==> config.mk <==
export PLATFORM = sky130hd
export DESIGN_NAME = apb_master_bridge_flat
export DESIGN_NICKNAME = d
export VERILOG_FILES = /design/src/rtl/apb_pkg.sv /design/src/rtl/apb_master_bridge_if.sv /design/src/rtl/apb_wait_timer.sv /design/src/rtl/apb_master_bridge.sv /design/src/flat_wrapper.sv
export SDC_FILE = /design/constraint.sdc
export NUM_CORES = 1
export LEC_CHECK = 0
export CORE_ASPECT_RATIO = 0.8
export CORE_UTILIZATION = 35
export CTS_BUF_LIST = sky130_fd_sc_hd__clkbuf_8
export DETAILED_ROUTE_END_ITERATION = 10
export GPL_TIMING_DRIVEN = 0
export PLACE_DENSITY = 0.77
export SLEW_MARGIN = 20
export SYNTH_ARGS = -nofsm -noshare
export SYNTH_HDL_FRONTEND = slang
export SYNTH_SLANG_ARGS = --single-unit
==> constraint.sdc <==
create_clock -name PCLK -period 4.23 [get_ports PCLK]
set_clock_uncertainty 0.2 [all_clocks]
set_input_delay 0.423 -clock PCLK [delete_from_list [all_inputs] [get_ports PCLK]]
set_output_delay 0.423 -clock PCLK [all_outputs]
set_load 0.01 [all_outputs]
==> src/rtl/apb_pkg.sv <==
// Shared APB master types: FSM states, default bus widths
// and the response bundle used by APB requesters.
package apb_pkg;

    localparam int APB_ADDR_W = 32;
    localparam int APB_DATA_W = 32;

    typedef enum logic [1:0] {
        IDLE,
        SETUP,
        ACCESS,
        RESP
    } apb_state_e;

    // rdata is carried at the default bus width
    typedef struct packed {
        logic [APB_DATA_W-1:0] rdata;
        logic                  err;
        logic                  timeout;
    } apb_rsp_t;

endpackage

==> src/rtl/apb_master_bridge_if.sv <==
// Command/response port plus APB bus of the master bridge.
// master: bridge view; slave: requester + APB peripheral view.
interface apb_master_bridge_if #(
    parameter int ADDR_W = apb_pkg::APB_ADDR_W,
    parameter int DATA_W = apb_pkg::APB_DATA_W
);
    logic              req_valid;
    logic              req_ready;
    logic              req_write;
    logic [ADDR_W-1:0] req_addr;
    logic [DATA_W-1:0] req_wdata;
    logic              rsp_valid;
    logic [DATA_W-1:0] rsp_rdata;
    logic              rsp_err;
    logic              rsp_timeout;
    logic [ADDR_W-1:0] PADDR;
    logic              PSELx;
    logic              PENABLE;
    logic              PWRITE;
    logic [DATA_W-1:0] PWDATA;
    logic              PREADY;
    logic [DATA_W-1:0] PRDATA;
    logic              PSLVERR;

    modport master (
        input  req_valid, req_write, req_addr, req_wdata,
        input  PREADY, PRDATA, PSLVERR,
        output req_ready,
        output rsp_valid, rsp_rdata, rsp_err, rsp_timeout,
        output PADDR, PSELx, PENABLE, PWRITE, PWDATA
    );

    modport slave (
        output req_valid, req_write, req_addr, req_wdata,
        output PREADY, PRDATA, PSLVERR,
        input  req_ready,
        input  rsp_valid, rsp_rdata, rsp_err, rsp_timeout,
        input  PADDR, PSELx, PENABLE, PWRITE, PWDATA
    );

endinterface

==> src/rtl/apb_wait_timer.sv <==
// Saturating ACCESS wait-state counter with expiry flag.
// Ports: i_clk, i_rst, i_clr (restart), i_en (count), o_expire.
module apb_wait_timer #(
    parameter int TIMEOUT = 16
) (
    input  logic i_clk,
    input  logic i_rst,
    input  logic i_clr,
    input  logic i_en,
    output logic o_expire
);
    localparam int CW = $clog2(TIMEOUT + 1) + 1;

    logic [CW-1:0] r_cnt;
    logic [CW:0]   w_cnt_inc;

    assign w_cnt_inc = {1'b0, r_cnt} + (CW+1)'(1);

    always_ff @(posedge i_clk or posedge i_rst) begin
        if (i_rst) begin
            r_cnt <= '0;
        end else if (i_clr) begin
            r_cnt <= '0;
        end else if (i_en && !(&r_cnt)) begin
            r_cnt <= r_cnt + CW'(1);
        end
    end

    // Fires on the wait cycle whose increment reaches TIMEOUT
    assign o_expire = (TIMEOUT != 0) && i_en
                   && (w_cnt_inc >= (CW+1)'(TIMEOUT));

endmodule

==> src/rtl/apb_master_bridge.sv <==
// Single-transfer APB requester: command in, SETUP/ACCESS out, one-cycle response.
// Ports: PCLK, PRESET (async, high), bus (apb_master_bridge_if.master).
module apb_master_bridge
    import apb_pkg::*;
#(
    parameter int ADDR_W  = APB_ADDR_W,
    parameter int DATA_W  = APB_DATA_W,
    parameter int TIMEOUT = 16
) (
    input logic PCLK,
    input logic PRESET,
    apb_master_bridge_if.master bus
);
    apb_state_e        r_state, w_state_nx;
    logic              r_psel, w_psel_nx;
    logic              r_pen, w_pen_nx;
    logic              r_pwrite;
    logic [ADDR_W-1:0] r_paddr;
    logic [DATA_W-1:0] r_pwdata;
    logic              r_rsp_valid, w_rsp_valid_nx;
    apb_rsp_t          r_rsp, w_rsp_nx;
    logic              w_start;
    logic              w_wait;
    logic              w_expired;

    apb_wait_timer #(
        .TIMEOUT (TIMEOUT)
    ) u_timer (
        .i_clk    (PCLK),
        .i_rst    (PRESET),
        .i_clr    (w_start),
        .i_en     (w_wait),
        .o_expire (w_expired)
    );

    always_comb begin
        w_state_nx     = r_state;
        w_psel_nx      = r_psel;
        w_pen_nx       = r_pen;
        w_rsp_valid_nx = 1'b0;
        w_rsp_nx       = '0;
        w_start        = 1'b0;
        w_wait         = 1'b0;
        unique case (r_state)
            IDLE: begin
                if (bus.req_valid) begin
                    w_start    = 1'b1;
                    w_psel_nx  = 1'b1;
                    w_state_nx = SETUP;
                end
            end
            SETUP: begin
                w_pen_nx   = 1'b1;
                w_state_nx = ACCESS;
            end
            ACCESS: begin
                if (bus.PREADY) begin
                    w_psel_nx      = 1'b0;
                    w_pen_nx       = 1'b0;
                    w_rsp_valid_nx = 1'b1;
                    w_rsp_nx.err   = bus.PSLVERR;
                    // Read data only for clean reads
                    if (!r_pwrite && !bus.PSLVERR) begin
                        w_rsp_nx.rdata = APB_DATA_W'(bus.PRDATA);
                    end
                    w_state_nx = RESP;
                end else begin
                    w_wait = 1'b1;
                    if (w_expired) begin
                        w_psel_nx        = 1'b0;
                        w_pen_nx         = 1'b0;
                        w_rsp_valid_nx   = 1'b1;
                        w_rsp_nx.err     = 1'b1;
                        w_rsp_nx.timeout = 1'b1;
                        w_state_nx       = RESP;
                    end
                end
            end
            RESP: begin
                w_state_nx = IDLE;
            end
            default: begin
                w_state_nx = IDLE;
            end
        endcase
    end

    always_ff @(posedge PCLK or posedge PRESET) begin
        if (PRESET) begin
            r_state <= IDLE;
        end else begin
            r_state <= w_state_nx;
        end
    end

    always_ff @(posedge PCLK or posedge PRESET) begin
        if (PRESET) begin
            r_psel      <= 1'b0;
            r_pen       <= 1'b0;
            r_pwrite    <= 1'b0;
            r_paddr     <= '0;
            r_pwdata    <= '0;
            r_rsp_valid <= 1'b0;
            r_rsp       <= '0;
        end else begin
            r_psel      <= w_psel_nx;
            r_pen       <= w_pen_nx;
            r_rsp_valid <= w_rsp_valid_nx;
            r_rsp       <= w_rsp_nx;
            // Address phase held until the next accepted command
            if (w_start) begin
                r_pwrite <= bus.req_write;
                r_paddr  <= bus.req_addr;
                r_pwdata <= bus.req_wdata;
            end
        end
    end

    assign bus.req_ready   = (r_state == IDLE);
    assign bus.PSELx       = r_psel;
    assign bus.PENABLE     = r_pen;
    assign bus.PWRITE      = r_pwrite;
    assign bus.PADDR       = r_paddr;
    assign bus.PWDATA      = r_pwdata;
    assign bus.rsp_valid   = r_rsp_valid;
    assign bus.rsp_rdata   = DATA_W'(r_rsp.rdata);
    assign bus.rsp_err     = r_rsp.err;
    assign bus.rsp_timeout = r_rsp.timeout;

endmodule

==> src/flat_wrapper.sv <==
// flat-port wrapper written by rule: the top's interface ports become plain ports
module apb_master_bridge_flat import apb_pkg::*;
#(
    parameter int ADDR_W  = APB_ADDR_W,
    parameter int DATA_W  = APB_DATA_W,
    parameter int TIMEOUT = 16
)
  (PCLK, PRESET, bus_req_valid, bus_req_write, bus_req_addr, bus_req_wdata, bus_PREADY, bus_PRDATA, bus_PSLVERR, bus_req_ready, bus_rsp_valid, bus_rsp_rdata, bus_rsp_err, bus_rsp_timeout, bus_PADDR, bus_PSELx, bus_PENABLE, bus_PWRITE, bus_PWDATA);
  apb_master_bridge_if #(.ADDR_W(ADDR_W), .DATA_W(DATA_W)) bus_i ();
  input logic PCLK;
  input logic PRESET;
  input wire logic [$bits(bus_i.req_valid)-1:0] bus_req_valid;
  input wire logic [$bits(bus_i.req_write)-1:0] bus_req_write;
  input wire logic [$bits(bus_i.req_addr)-1:0] bus_req_addr;
  input wire logic [$bits(bus_i.req_wdata)-1:0] bus_req_wdata;
  input wire logic [$bits(bus_i.PREADY)-1:0] bus_PREADY;
  input wire logic [$bits(bus_i.PRDATA)-1:0] bus_PRDATA;
  input wire logic [$bits(bus_i.PSLVERR)-1:0] bus_PSLVERR;
  output wire logic [$bits(bus_i.req_ready)-1:0] bus_req_ready;
  output wire logic [$bits(bus_i.rsp_valid)-1:0] bus_rsp_valid;
  output wire logic [$bits(bus_i.rsp_rdata)-1:0] bus_rsp_rdata;
  output wire logic [$bits(bus_i.rsp_err)-1:0] bus_rsp_err;
  output wire logic [$bits(bus_i.rsp_timeout)-1:0] bus_rsp_timeout;
  output wire logic [$bits(bus_i.PADDR)-1:0] bus_PADDR;
  output wire logic [$bits(bus_i.PSELx)-1:0] bus_PSELx;
  output wire logic [$bits(bus_i.PENABLE)-1:0] bus_PENABLE;
  output wire logic [$bits(bus_i.PWRITE)-1:0] bus_PWRITE;
  output wire logic [$bits(bus_i.PWDATA)-1:0] bus_PWDATA;
  assign bus_i.req_valid = bus_req_valid;
  assign bus_i.req_write = bus_req_write;
  assign bus_i.req_addr = bus_req_addr;
  assign bus_i.req_wdata = bus_req_wdata;
  assign bus_i.PREADY = bus_PREADY;
  assign bus_i.PRDATA = bus_PRDATA;
  assign bus_i.PSLVERR = bus_PSLVERR;
  assign bus_req_ready = bus_i.req_ready;
  assign bus_rsp_valid = bus_i.rsp_valid;
  assign bus_rsp_rdata = bus_i.rsp_rdata;
  assign bus_rsp_err = bus_i.rsp_err;
  assign bus_rsp_timeout = bus_i.rsp_timeout;
  assign bus_PADDR = bus_i.PADDR;
  assign bus_PSELx = bus_i.PSELx;
  assign bus_PENABLE = bus_i.PENABLE;
  assign bus_PWRITE = bus_i.PWRITE;
  assign bus_PWDATA = bus_i.PWDATA;
  apb_master_bridge #(.ADDR_W(ADDR_W), .DATA_W(DATA_W), .TIMEOUT(TIMEOUT)) u_core (.PCLK(PCLK), .PRESET(PRESET), .bus(bus_i));
endmodule
==> results.json <==
{
  "synthAdderAreaFrac_pct": 1.22,
  "slew_headroom_pct": 57.1,
  "ctsHoldBuffers": 0,
  "place_ws_ns": 1.76,
  "worst_setup_path_start_kind": "flip-flop",
  "hold_violations": 0,
  "dp_hpwl_mm": 7.31,
  "synth.distinct_cells": 29,
  "drv_slew": 0,
  "antenna_found_initial": 0,
  "syn_to_final_growth_pct": 59.9,
  "p_int_w": 0.00278,
  "p_switching_w": 0.00118,
  "p_per_area_nw_per_um2": 601,
  "layout_setup_ws_ns": 2.00,
  "synth-edff-count": 0,
  "yosysSeqAreaShare_pct": 66.9,
  "crit_end": "bus_req_ready",
  "total_power_w": 0.00396,
  "rrSetupSlack_ns": 2.02,
  "cts.sinks": 110,
  "r2r_end": "u_core.bus.rsp_rdata[7]",
  "synth_top_family_by_area": "multiplexers",
  "crit_start": "u_core.r_state[0]",
  "ys_seq_elements": 110,
  "grt-ovfl-total": 0,
  "cp.arrival_ns": 1.60,
  "critical_path_class": "reg -> out",
  "die-area_um2": 12200,
  "post_cts_buffers": 0,
  "synthArstFlopShare_pct": 100,
  "cts_htree_levels": 3,
  "vias_per_cell": 4.44,
  "drive_gt1_share_pct": 19.4,
  "irDropWorstVdd_mv": 0.280,
  "synth_xor_area_share_pct": 0.426,
  "cp.required_ns": 3.61,
  "fp.dieW_um": 123,
  "drtAntennaViolNets": 0,
  "synth_top_area_share_pct": 66.9,
  "power.leakage_nw": 2.84,
  "initial_core_util_pct": 35.9,
  "num_rows": 35,
  "ios": 205,
  "insertion_delay_ns": 0.36,
  "path_cells": "inv_1 -> ha_1 -> clkdlybuf4s50_1",
  "core-area_um2": 11500,
  "postCtsResizedCells": 0,
  "max_slew.worst_pin.slew_ns": 0.638,
  "synth_compound_area_share_pct": 1.70,
  "place.gp.congestion": 0.755,
  "setup_viol": 0,
  "slowest_stage": "clkdlybuf4s50_1",
  "switching_share_pct": 29.8,
  "grt_max_degree": 69,
  "syn_area_um2": 4120,
  "seqPwrFrac_pct": 40.8,
  "drtIter0Drc": 107,
  "rsz0062_at_grt": "no",
  "num_vias": 2861,
  "p_comb_share_pct": 42.9,
  "finalWirelength_mm": 9.72,
  "netlist_instances": 275,
  "cts_inserted_buffers": 9,
  "grtUsageTotal_pct": 16.6,
  "layout.nets": 597,
  "fin_crit_ns": 2.23,
  "diodes": 0,
  "synth-simple-area-share_pct": 8.73,
  "yosysTopAreaCell": "dfrtp_1",
  "synth_area_per_cell_um2": 15.0,
  "status": "completed",
  "clockBufferDepth": 2,
  "grt_pass1_wl_mm": 15.4,
  "cp_max_fo": 4,
  "die_h_um": 99.0,
  "r2r-start": "u_core.r_state[0]",
  "worst_r2r_path_depth": 6,
  "cap_viol_max_count": 0,
  "yosys-top-cells-area": "dfrtp_1 67%, mux2_2 18%, and2_1 5.2%, ha_1 1.2%, buf_2 1.1%",
  "drtPass1Iterations": 4,
  "fmaxAchievable_mhz": 449,
  "synth_warnings": 0,
  "port_buffers": 204,
  "clkTransAtPathRegs_ns": 0.11,
  "hp-class": "in -> async",
  "synth_nets": 381,
  "cts_root_buffer": "clkbuf_8",
  "drc": 0,
  "cp-end-kind": "primary output",
  "max_stage_delay_ns": 0.55,
  "ys.flop_type": "dfrtp_1",
  "p_clk_share_pct": 16.4,
  "cts_tree": "done",
  "min_period_over_period_pct": 52.6,
  "grt_pass1_vias": 3080,
  "wl_per_cell_um": 15.1,
  "muxShareOfSynthArea_pct": 19.0
}
## synthesized netlist by cell type (2+ instances only)
cell type / count
a21oi_1: 2
and2_1: 34
and3_1: 2
buf_2: 9
clkbuf_1: 3
dfrtp_1: 110
ha_1: 4
inv_1: 7
mux2_2: 66
mux2i_1: 4
nand2_1: 2
nand2b_1: 3
nand4_1: 2
nor2_1: 6
nor3_1: 3
o211ai_1: 3
o21ai_0: 2
xor2_1: 2
## worst max-delay path: cells and delay by family (launching register included)
kind / cells / cell delay, ns
buffers and inverters: 2 / 0.65
DFF: 1 / 0.37
adders and majority gates: 1 / 0.23
## power by group through the flow
stage / Clock [W] / Combinational, W / Sequential (W)
after CTS: 0.000681 / 0.00172 / 0.00162
after detailed placement: 0 / 0.00171 / 0.00164
after global routing: 0.000724 / 0.00182 / 0.00166
final: 0.000647 / 0.00170 / 0.00161
after floorplan: 0 / 0.000587 / 0.00180
after global placement: 0 / 0.00168 / 0.00162
## final cells by class
type                    instances  area, um2
plain buffers                  12       56.3
clock buffers                   9        124
clock inverters                 7       80.1
fillers                       922       4890
inverters                       7       31.3
multi-input cells             146       1280
flip-flops and latches        110       2750
well taps                     148        185
repair buffers                205       2070
## layout by cell type, fill, tap and decap left out, types with 4 or more instances in the layout
cell	count
and2_1	34
buf_2	9
clkbuf_8	9
clkdlybuf4s50_1	204
dfrtp_1	110
ha_1	4
inv_1	6
mux2_2	66
mux2i_1	4
nor2_1	6
## kinds of logic after synthesis
logic type,count (synthesis)
multiplexers,70
adder cells (fa/ha/maj),4
XOR/XNOR,2
AND/OR/NAND/NOR,59
buffers and inverters,19
AO/OA/AOI/OAI,11
flip-flops,110
## registers in the layout (all words and copies together) (netlist names), 2 cells and up
signal / flops
u_core.bus.PWDATA: 32
u_core.r_state: 2
u_core.u_timer.r_cnt: 6
u_core.bus.rsp_rdata: 32
u_core.bus.PADDR: 32
## per-stage QoR
step	TNS [ns]	util [%]	hold WS (ns)	std cells	cell area (um2)
2_1_floorplan	0	-	0.299	275	4120
6_report	0	57.3	0.239	644	6580
3_5_place_dp	0	55.6	0.294	628	6370
3_3_place_gp	-89.40	55.3	0.288	627	6340
4_1_cts	0	57.3	0.232	644	6580
5_1_grt	0	57.3	0.240	644	6580
## worst min-delay path by stage
stage | cells past startpoint | endpoint | slack [ns]
floorplan | 2 | u_core.r_state[0] | 0.30
global placement | 1 | u_core.bus.PADDR[29] | 0.29
detailed placement | 1 | u_core.bus.PADDR[31] | 0.29
CTS | 2 | u_core.bus.rsp_rdata[10] | 0.23
global route | 2 | u_core.bus.PWDATA[24] | 0.24
finish | 2 | u_core.bus.rsp_rdata[10] | 0.24
## per-layer routing
| metal | track usage (%) | wire length, um |
|---|---|---|
| met3 | 8.39 | 1170 |
| met4 | 4.45 | 85 |
| met2 | 27.6 | 4630 |
| met1 | 18.7 | 3840 |
| met5 | 0 | 0 |
No activity file was read; power rests on OpenSTA's default activity.
